## src/rtl/tx_pkg.sv

```systemverilog
`default_nettype none
// ============================================================================
// Package     : tx_pkg
// Description : Shared defaults and helper functions for the TX interpolator.
// Revision    : 1.0 - initial release
// ============================================================================
package tx_pkg;

    localparam int c_DEF_STAGES    = 3;
    localparam int c_DEF_INTERP    = 8;
    localparam int c_DEF_IN_WIDTH  = 16;
    localparam int c_DEF_ACC_WIDTH = 25;
    localparam int c_DEF_OUT_SHIFT = 4;
    localparam int c_DEF_OUT_WIDTH = 18;

    function automatic int clog2(input int unsigned value);
        int unsigned v;
        int          result;
        v      = (value > 0) ? value - 1 : 0;
        result = 0;
        while (v > 0) begin
            result++;
            v = v >> 1;
        end
        return result;
    endfunction

    // Clamp a wide signed value into the range of a 'width'-bit signed word.
    function automatic logic signed [63:0] sat(input logic signed [63:0] value,
                                               input int unsigned       width);
        logic signed [63:0] hi;
        logic signed [63:0] lo;
        hi = (64'sd1 <<< (width - 1)) - 64'sd1;
        lo = -hi - 64'sd1;
        if (value > hi) begin
            return hi;
        end
        if (value < lo) begin
            return lo;
        end
        return value;
    endfunction

endpackage
`default_nettype wire

```

## src/rtl/tx_cic_interp.sv

```systemverilog
`default_nettype none
// ============================================================================
// Module      : tx_cic_interp
// Description : One-channel CIC interpolator: low-rate combs, zero-stuff,
//               full-rate integrators, arithmetic shift and output saturation.
// Revision    : 1.0 - initial release
// ============================================================================
module tx_cic_interp
    import tx_pkg::*;
#(
    parameter int STAGES    = c_DEF_STAGES,
    parameter int IN_WIDTH  = c_DEF_IN_WIDTH,
    parameter int ACC_WIDTH = c_DEF_ACC_WIDTH,
    parameter int OUT_SHIFT = c_DEF_OUT_SHIFT,
    parameter int OUT_WIDTH = c_DEF_OUT_WIDTH
) (
    input  logic                        clk,
    input  logic                        rst,
    input  logic                        i_tick,
    input  logic signed [IN_WIDTH-1:0]  i_sample,
    output logic signed [OUT_WIDTH-1:0] o_sample
);

    logic signed [ACC_WIDTH-1:0] w_comb_x [STAGES+1];
    logic signed [ACC_WIDTH-1:0] r_comb_prev [STAGES];
    logic signed [ACC_WIDTH-1:0] r_comb_out;
    logic                        r_stuff;
    logic signed [ACC_WIDTH-1:0] r_integ [STAGES];
    logic signed [ACC_WIDTH-1:0] w_integ_shr;
    logic signed [63:0]          w_wide;
    logic signed [63:0]          w_sat;
    logic signed [OUT_WIDTH-1:0] r_out;

    always_comb begin
        w_comb_x[0] = {{(ACC_WIDTH-IN_WIDTH){i_sample[IN_WIDTH-1]}}, i_sample};
        for (int k = 0; k < STAGES; k++) begin
            w_comb_x[k+1] = w_comb_x[k] - r_comb_prev[k];
        end
    end

    assign w_integ_shr = r_integ[STAGES-1] >>> OUT_SHIFT;
    assign w_wide      = {{(64-ACC_WIDTH){w_integ_shr[ACC_WIDTH-1]}}, w_integ_shr};
    assign w_sat       = sat(w_wide, OUT_WIDTH);

    // Integrators wrap freely; only the final output is saturated.
    always_ff @(posedge clk) begin
        if (rst) begin
            for (int k = 0; k < STAGES; k++) begin
                r_comb_prev[k] <= '0;
                r_integ[k]     <= '0;
            end
            r_comb_out <= '0;
            r_stuff    <= 1'b0;
            r_out      <= '0;
        end else begin
            if (i_tick) begin
                for (int k = 0; k < STAGES; k++) begin
                    r_comb_prev[k] <= w_comb_x[k];
                end
                r_comb_out <= w_comb_x[STAGES];
            end
            r_stuff    <= i_tick;
            r_integ[0] <= r_integ[0] + (r_stuff ? r_comb_out : {ACC_WIDTH{1'b0}});
            for (int k = 1; k < STAGES; k++) begin
                r_integ[k] <= r_integ[k] + r_integ[k-1];
            end
            r_out <= OUT_WIDTH'(w_sat);
        end
    end

    assign o_sample = r_out;

endmodule
`default_nettype wire

```

## src/rtl/tx_interpolator.sv

```systemverilog
`default_nettype none
// ============================================================================
// Module      : tx_interpolator
// Description : TX I/Q interpolator: 2-deep input buffer with valid/ready,
//               phase counter and dual CIC, one output sample per clock.
//               Optional macro TX_UNDERRUN_CNT_EN adds underrun_count.
// Revision    : 1.0 - initial release
// ============================================================================
module tx_interpolator
    import tx_pkg::*;
#(
    parameter int STAGES    = c_DEF_STAGES,
    parameter int INTERP    = c_DEF_INTERP,
    parameter int IN_WIDTH  = c_DEF_IN_WIDTH,
    parameter int ACC_WIDTH = c_DEF_ACC_WIDTH,
    parameter int OUT_SHIFT = c_DEF_OUT_SHIFT,
    parameter int OUT_WIDTH = c_DEF_OUT_WIDTH
) (
    input  logic                        clock,
    input  logic                        reset,
    input  logic                        tx_enable,
    input  logic                        in_valid,
    output logic                        in_ready,
    input  logic signed [IN_WIDTH-1:0]  in_I,
    input  logic signed [IN_WIDTH-1:0]  in_Q,
    output logic                        out_strobe,
    output logic signed [OUT_WIDTH-1:0] out_I,
    output logic signed [OUT_WIDTH-1:0] out_Q,
    output logic                        underrun
`ifdef TX_UNDERRUN_CNT_EN
    ,
    output logic [15:0]                 underrun_count
`endif
);

    localparam int c_PHASE_W = (clog2(INTERP) < 1) ? 1 : clog2(INTERP);

    logic                       w_flush;
    logic                       w_tick;
    logic                       w_push;
    logic                       w_pop;
    logic                       w_underrun;
    logic [1:0]                 w_count_next;
    logic signed [IN_WIDTH-1:0] w_cic_i;
    logic signed [IN_WIDTH-1:0] w_cic_q;

    logic [c_PHASE_W-1:0]       r_phase;
    logic [1:0]                 r_count;
    logic                       r_wr_ptr;
    logic                       r_rd_ptr;
    logic signed [IN_WIDTH-1:0] r_fifo_i [2];
    logic signed [IN_WIDTH-1:0] r_fifo_q [2];
    logic                       r_in_ready;
    logic                       r_out_strobe;
    logic                       r_underrun;

    assign w_flush      = reset | ~tx_enable;
    assign w_tick       = (r_phase == c_PHASE_W'(INTERP - 1));
    assign w_push       = in_valid & r_in_ready;
    assign w_pop        = w_tick & (r_count != 2'd0);
    assign w_underrun   = w_tick & (r_count == 2'd0);
    assign w_count_next = r_count + {1'b0, w_push} - {1'b0, w_pop};
    // An underrun feeds zero into the combs rather than skipping the tick.
    assign w_cic_i      = w_pop ? r_fifo_i[r_rd_ptr] : '0;
    assign w_cic_q      = w_pop ? r_fifo_q[r_rd_ptr] : '0;

    always_ff @(posedge clock) begin
        if (w_flush) begin
            r_phase      <= '0;
            r_count      <= '0;
            r_wr_ptr     <= 1'b0;
            r_rd_ptr     <= 1'b0;
            r_in_ready   <= 1'b0;
            r_out_strobe <= 1'b0;
            r_underrun   <= 1'b0;
        end else begin
            r_phase      <= w_tick ? '0 : r_phase + c_PHASE_W'(1);
            r_count      <= w_count_next;
            r_wr_ptr     <= r_wr_ptr ^ w_push;
            r_rd_ptr     <= r_rd_ptr ^ w_pop;
            r_in_ready   <= (w_count_next < 2'd2);
            r_out_strobe <= 1'b1;
            r_underrun   <= w_underrun;
        end
    end

    always_ff @(posedge clock) begin
        if (w_push && !w_flush) begin
            r_fifo_i[r_wr_ptr] <= in_I;
            r_fifo_q[r_wr_ptr] <= in_Q;
        end
    end

`ifdef TX_UNDERRUN_CNT_EN
    logic [15:0] r_underrun_count;

    // Survives tx_enable drops; only reset clears it.
    always_ff @(posedge clock) begin
        if (reset) begin
            r_underrun_count <= '0;
        end else if (tx_enable && w_underrun && (r_underrun_count != 16'hFFFF)) begin
            r_underrun_count <= r_underrun_count + 16'd1;
        end
    end

    assign underrun_count = r_underrun_count;
`endif

    tx_cic_interp #(
        .STAGES    (STAGES),
        .IN_WIDTH  (IN_WIDTH),
        .ACC_WIDTH (ACC_WIDTH),
        .OUT_SHIFT (OUT_SHIFT),
        .OUT_WIDTH (OUT_WIDTH)
    ) u_cic_i (
        .clk      (clock),
        .rst      (w_flush),
        .i_tick   (w_tick),
        .i_sample (w_cic_i),
        .o_sample (out_I)
    );

    tx_cic_interp #(
        .STAGES    (STAGES),
        .IN_WIDTH  (IN_WIDTH),
        .ACC_WIDTH (ACC_WIDTH),
        .OUT_SHIFT (OUT_SHIFT),
        .OUT_WIDTH (OUT_WIDTH)
    ) u_cic_q (
        .clk      (clock),
        .rst      (w_flush),
        .i_tick   (w_tick),
        .i_sample (w_cic_q),
        .o_sample (out_Q)
    );

    assign in_ready   = r_in_ready;
    assign out_strobe = r_out_strobe;
    assign underrun   = r_underrun;

endmodule
`default_nettype wire
```

## config.mk

```make
export PLATFORM = sky130hd
export DESIGN_NAME = tx_interpolator
export DESIGN_NICKNAME = d
export VERILOG_FILES = /design/src/rtl/tx_pkg.sv /design/src/rtl/tx_cic_interp.sv /design/src/rtl/tx_interpolator.sv
export SDC_FILE = /design/constraint.sdc
export NUM_CORES = 1
export LEC_CHECK = 0
export ABC_AREA = 0
export BUFFER_PORTS_ARGS = -buffer_cell sky130_fd_sc_hd__buf_2
export CORE_UTILIZATION = 45
export CTS_CLUSTER_SIZE = 40
export DETAILED_ROUTE_END_ITERATION = 10
export SYNTH_ARGS = -nofsm -noshare
export SYNTH_HDL_FRONTEND = slang
export SYNTH_SLANG_ARGS = --single-unit
```

## constraint.sdc

```tcl
create_clock -name clock -period 9.9 [get_ports clock]
set_input_delay 2.97 -clock clock [delete_from_list [all_inputs] [get_ports clock]]
set_output_delay 2.97 -clock clock [all_outputs]
set_load 0.02 [all_outputs]
```

==> impl_metrics.py <==
metrics = {
    "timing": {
        "worstMarginPinSlew_ns": 1.31,
        "slew_violations": 0,
        "hold_ws_ns": 0.434,
        "rsz0062_at_grt": "no",
        "fmax_mhz": 125,
        "setup_viol": 0,
        "min_period_over_period_pct": 80.5,
        "hold_viol": 0,
        "slew-limit-headroom_pct": 12.7,
        "finClkSkew_ns": 0.0224,
        "period_minus_slack_ns": 7.97,
        "final.setup.tns_ns": 0,
    },
    "worst_setup_path": {
        "crit_path_start_kind": "flip-flop",
        "cp.required_ns": 10.41,
        "reg2reg_depth": 33,
        "rr_startpoint": "r_phase[0]",
        "cp_slowest_stage_delay_ns": 0.66,
        "path_class": "flip-flop to flip-flop",
        "crit_path_frequent_cell": "a21oi_1",
        "crit_path_end_kind": "flip-flop",
        "cp_slowest_cell": "a2111oi_0",
        "rrSetupSlack_ns": 1.93,
        "arrival_ns": 8.48,
        "crit_fanout": 62,
        "r2r-end": "u_cic_i.r_comb_out[24]",
    },
    "outcome": {
        "violations": "DRC",
        "outcome": "finished, violations left",
    },
    "cells_and_area": {
        "drive_above_1_share_pct": 7.08,
        "num-nets-final": 3284,
        "n_fill_cell": 5438,
        "fin_cells": 3769,
        "finalInstanceArea_um2": 30000,
        "antennaDiodeCount": 0,
        "syn_to_final_growth_pct": 10.6,
    },
    "clock_tree": {
        "ctsLongestPathBuffers": 3,
        "numCtsBuffers": 50,
        "htree_levels": 2,
        "cts_resized": 0,
        "cts_root_buffer": "clkbuf_16",
        "insertion_delay_ns": 0.59,
        "cts_tree": "built",
        "hold_buffers": 0,
        "clk_pin_slew_ns": 0.06,
        "cts.sinks": 443,
        "cts_setup_buffers": 0,
    },
    "power_and_ir_drop": {
        "pwr-share-seq_pct": 42.6,
        "p_sw_uw": 1180,
        "vdd_drop_max_mv": 0.182,
        "internal-power_uw": 3370,
        "swShare_pct": 25.9,
        "clkPwrFrac_pct": 40.8,
        "comb_power_share_pct": 16.6,
        "power_density_nw_per_um2": 151,
        "p_total_uw": 4550,
        "leakage_uw": 0.0130,
    },
    "grt": {
        "grt_max_degree": 156,
        "grt_first_pass_wirelength_um": 88100,
        "grt_util_all_layers_pct": 17.0,
        "grt_overflow": 0,
        "grt_antenna_before_repair": 0,
        "grt_pass1_vias": 18900,
    },
    "logic_synthesis": {
        "synth_edf_count": 196,
        "ys_ff_latch": 443,
        "synthTopCellsByArea": "edfxtp_1 22%, dfxtp_1 18%, ha_1 13%",
        "yosys.area.top_type_share_pct": 21.7,
        "synth_ff_type": "dfxtp_1",
        "synth_area_um2": 27200,
        "ys_types": 81,
        "yosysWarnings": 0,
        "synthCells": 2898,
        "yosysTopAreaCell": "edfxtp_1",
        "synth_area_per_cell_um2": 9.37,
        "async_flop_share_pct": 0,
        "synth-seq-area-share_pct": 39.9,
        "syn_nets": 3222,
    },
    "routing": {
        "route.detailed.drc": 7,
        "via_per_inst": 5.21,
        "first_pass_iters": 8,
        "wl_um": 51400,
        "drtIter0Drc": 917,
        "vias": 19600,
        "wl_per_cell_um": 13.6,
        "postRouteAntennaNets": 0,
    },
    "placed_design": {
        "gp_congestion": 0.869,
        "post-place-cells": 3681,
        "place_area_um2": 28400,
        "portBuffers": 74,
        "hpwl_um": 37900,
    },
    "die": {
        "ios": 75,
        "initial_core_util_pct": 45.8,
        "fp.dieArea_um2": 61300,
        "fp.dieH_um": 248,
        "core_um2": 59400,
        "rows": 89,
        "die_w_um": 248,
    },
    "hold_path": {
        "holdPathStages": 1,
        "whs_endpoint": "r_phase[0]",
        "min_from": "r_phase[0]",
        "hold_class": "flip-flop to flip-flop",
    },
    "job": {
        "cap_violations": 0,
    },
}
-- how the worst max path moves through the flow --
| stage | start | end | slack (ns) | depth (start not counted) |
|---|---|---|---|---|
| 2_1_floorplan | r_phase[0] | u_cic_i.r_comb_out[24] | 3.00 | 31 |
| 3_3_place_gp | r_phase[0] | u_cic_i.r_comb_out[24] | 2.11 | 33 |
| 3_5_place_dp | r_phase[0] | u_cic_i.r_comb_out[24] | 1.94 | 33 |
| 4_1_cts | r_phase[0] | u_cic_i.r_comb_out[24] | 1.91 | 33 |
| 5_1_grt | r_phase[0] | u_cic_i.r_comb_out[24] | 1.28 | 33 |
| 6_report | r_phase[0] | u_cic_i.r_comb_out[24] | 1.93 | 33 |
-- metal layers --
layer  wire, um  vias up  share of wire (%)  global-route usage (%)
li1           -    10500                  -                       -
met4        862        0                1.7                    4.44
met3       1660       61                3.2                    2.40
met1      26600     8801                 52                    23.5
met2      22300      269                 43                    28.0
met5          0        -                  0                       0
-- sequential cells by signal, indices dropped and copies added, names as in the netlist --
register and flops:
r_rd_ptr 1, u_cic_q.r_stuff 1, r_wr_ptr 1, underrun 1, u_cic_q.r_integ 75, out_strobe 1
in_ready 1, u_cic_q.o_sample 18, u_cic_i.r_comb_prev 66, r_fifo_q 32, u_cic_i.r_integ 75, r_fifo_i 32
u_cic_i.r_comb_out 25, u_cic_q.r_comb_out 25, u_cic_q.r_comb_prev 66, r_phase 3, r_count 2, u_cic_i.o_sample 18
-- cell type report --
class	count	area, um2	share of cell area (%)
Clock buffer	65	1400	4.66
Clock inverter	23	269	0.896
Inverter	224	843	2.81
Multi-Input combinational cell	2152	15200	50.7
Sequential cell	443	10800	36.1
Tap cell	773	967	3.22
Timing Repair Buffer	89	495	1.65
-- critical path, delay by kind of cell (launching register included) --
kind	cells	cell delay [ns]
AO/OA/AOI/OAI	17	4.01
adder cells (fa/ha/maj)	6	1.61
buffers and inverters	3	0.70
AND/OR/NAND/NOR	4	0.64
XOR/XNOR	3	0.60
flip-flops	1	0.32
-- through the flow --
stage / worst slack (ns) / util [%]
2_1_floorplan: 3.00 / -
3_3_place_gp: 2.11 / 47.8
3_5_place_dp: 1.94 / 47.8
4_1_cts: 1.91 / 50.6
5_1_grt: 1.28 / 50.6
6_report: 1.93 / 50.6
-- kinds of logic after synthesis --
family	count (synthesis)	synth area share (%)
adder cells (fa/ha/maj)	288	13.6
AND/OR/NAND/NOR	906	16.7
multiplexers	55	2.04
flip-flops	443	39.9
XOR/XNOR	195	6.34
buffers and inverters	303	4.19
AO/OA/AOI/OAI	708	17.2
-- layout by cell type (no fill, tap or decap), types with 9 or more instances in the layout --
master	synthesis	routed
nor2b_1	47	47
nor2_1	284	284
nand3_1	47	47
buf_4	0	14
clkbuf_16	0	51
nand3b_1	9	9
mux2i_1	52	52
o21bai_1	29	29
fa_1	12	12
inv_1	223	221
nand2_1	129	128
a211oi_1	26	26
o211ai_1	10	10
a21oi_1	197	197
clkinv_2	0	11
xnor2_1	117	117
nand2b_1	37	36
a21boi_0	9	9
buf_2	0	74
and2_1	139	139
o21ai_0	127	127
a21o_1	101	101
edfxtp_1	196	196
a31oi_1	30	30
and3_1	41	41
nor3b_1	16	16
o31ai_1	9	9
nand4_1	15	15
dfxtp_1	247	246
o21a_1	66	66
xor2_1	77	77
ha_1	276	275
a211o_1	11	11
nor3_1	92	91
or3_1	19	19
-- cell usage after synthesis (9+ instances only) --
cell type	n
edfxtp_1	196
dfxtp_1	247
buf_1	11
a211oi_1	26
nor2_1	284
clkbuf_1	68
or3_1	19
a21oi_1	197
a21boi_0	9
xor2_1	77
o31ai_1	9
nor3b_1	16
o21ai_0	127
o21a_1	66
ha_1	276
a21o_1	101
nand3b_1	9
fa_1	12
nor3_1	92
xnor2_1	117
a31oi_1	30
and3_1	41
nor2b_1	47
and2_1	139
nand2b_1	37
inv_1	223
a211o_1	11
o211ai_1	10
nand2_1	129
nand4_1	15
mux2i_1	52
o21bai_1	29
nand3_1	47
-- power by group through the flow --
stage | Sequential (uW) | Clock, uW | Combinational, uW
after detailed placement | 1980 | 0 | 748
after CTS | 1940 | 1920 | 752
after global routing | 1940 | 1980 | 847
final | 1940 | 1860 | 753
after global placement | 1980 | 0 | 734
after floorplan | 1980 | 0 | 597
No activity file was read; power rests on OpenSTA's default activity.
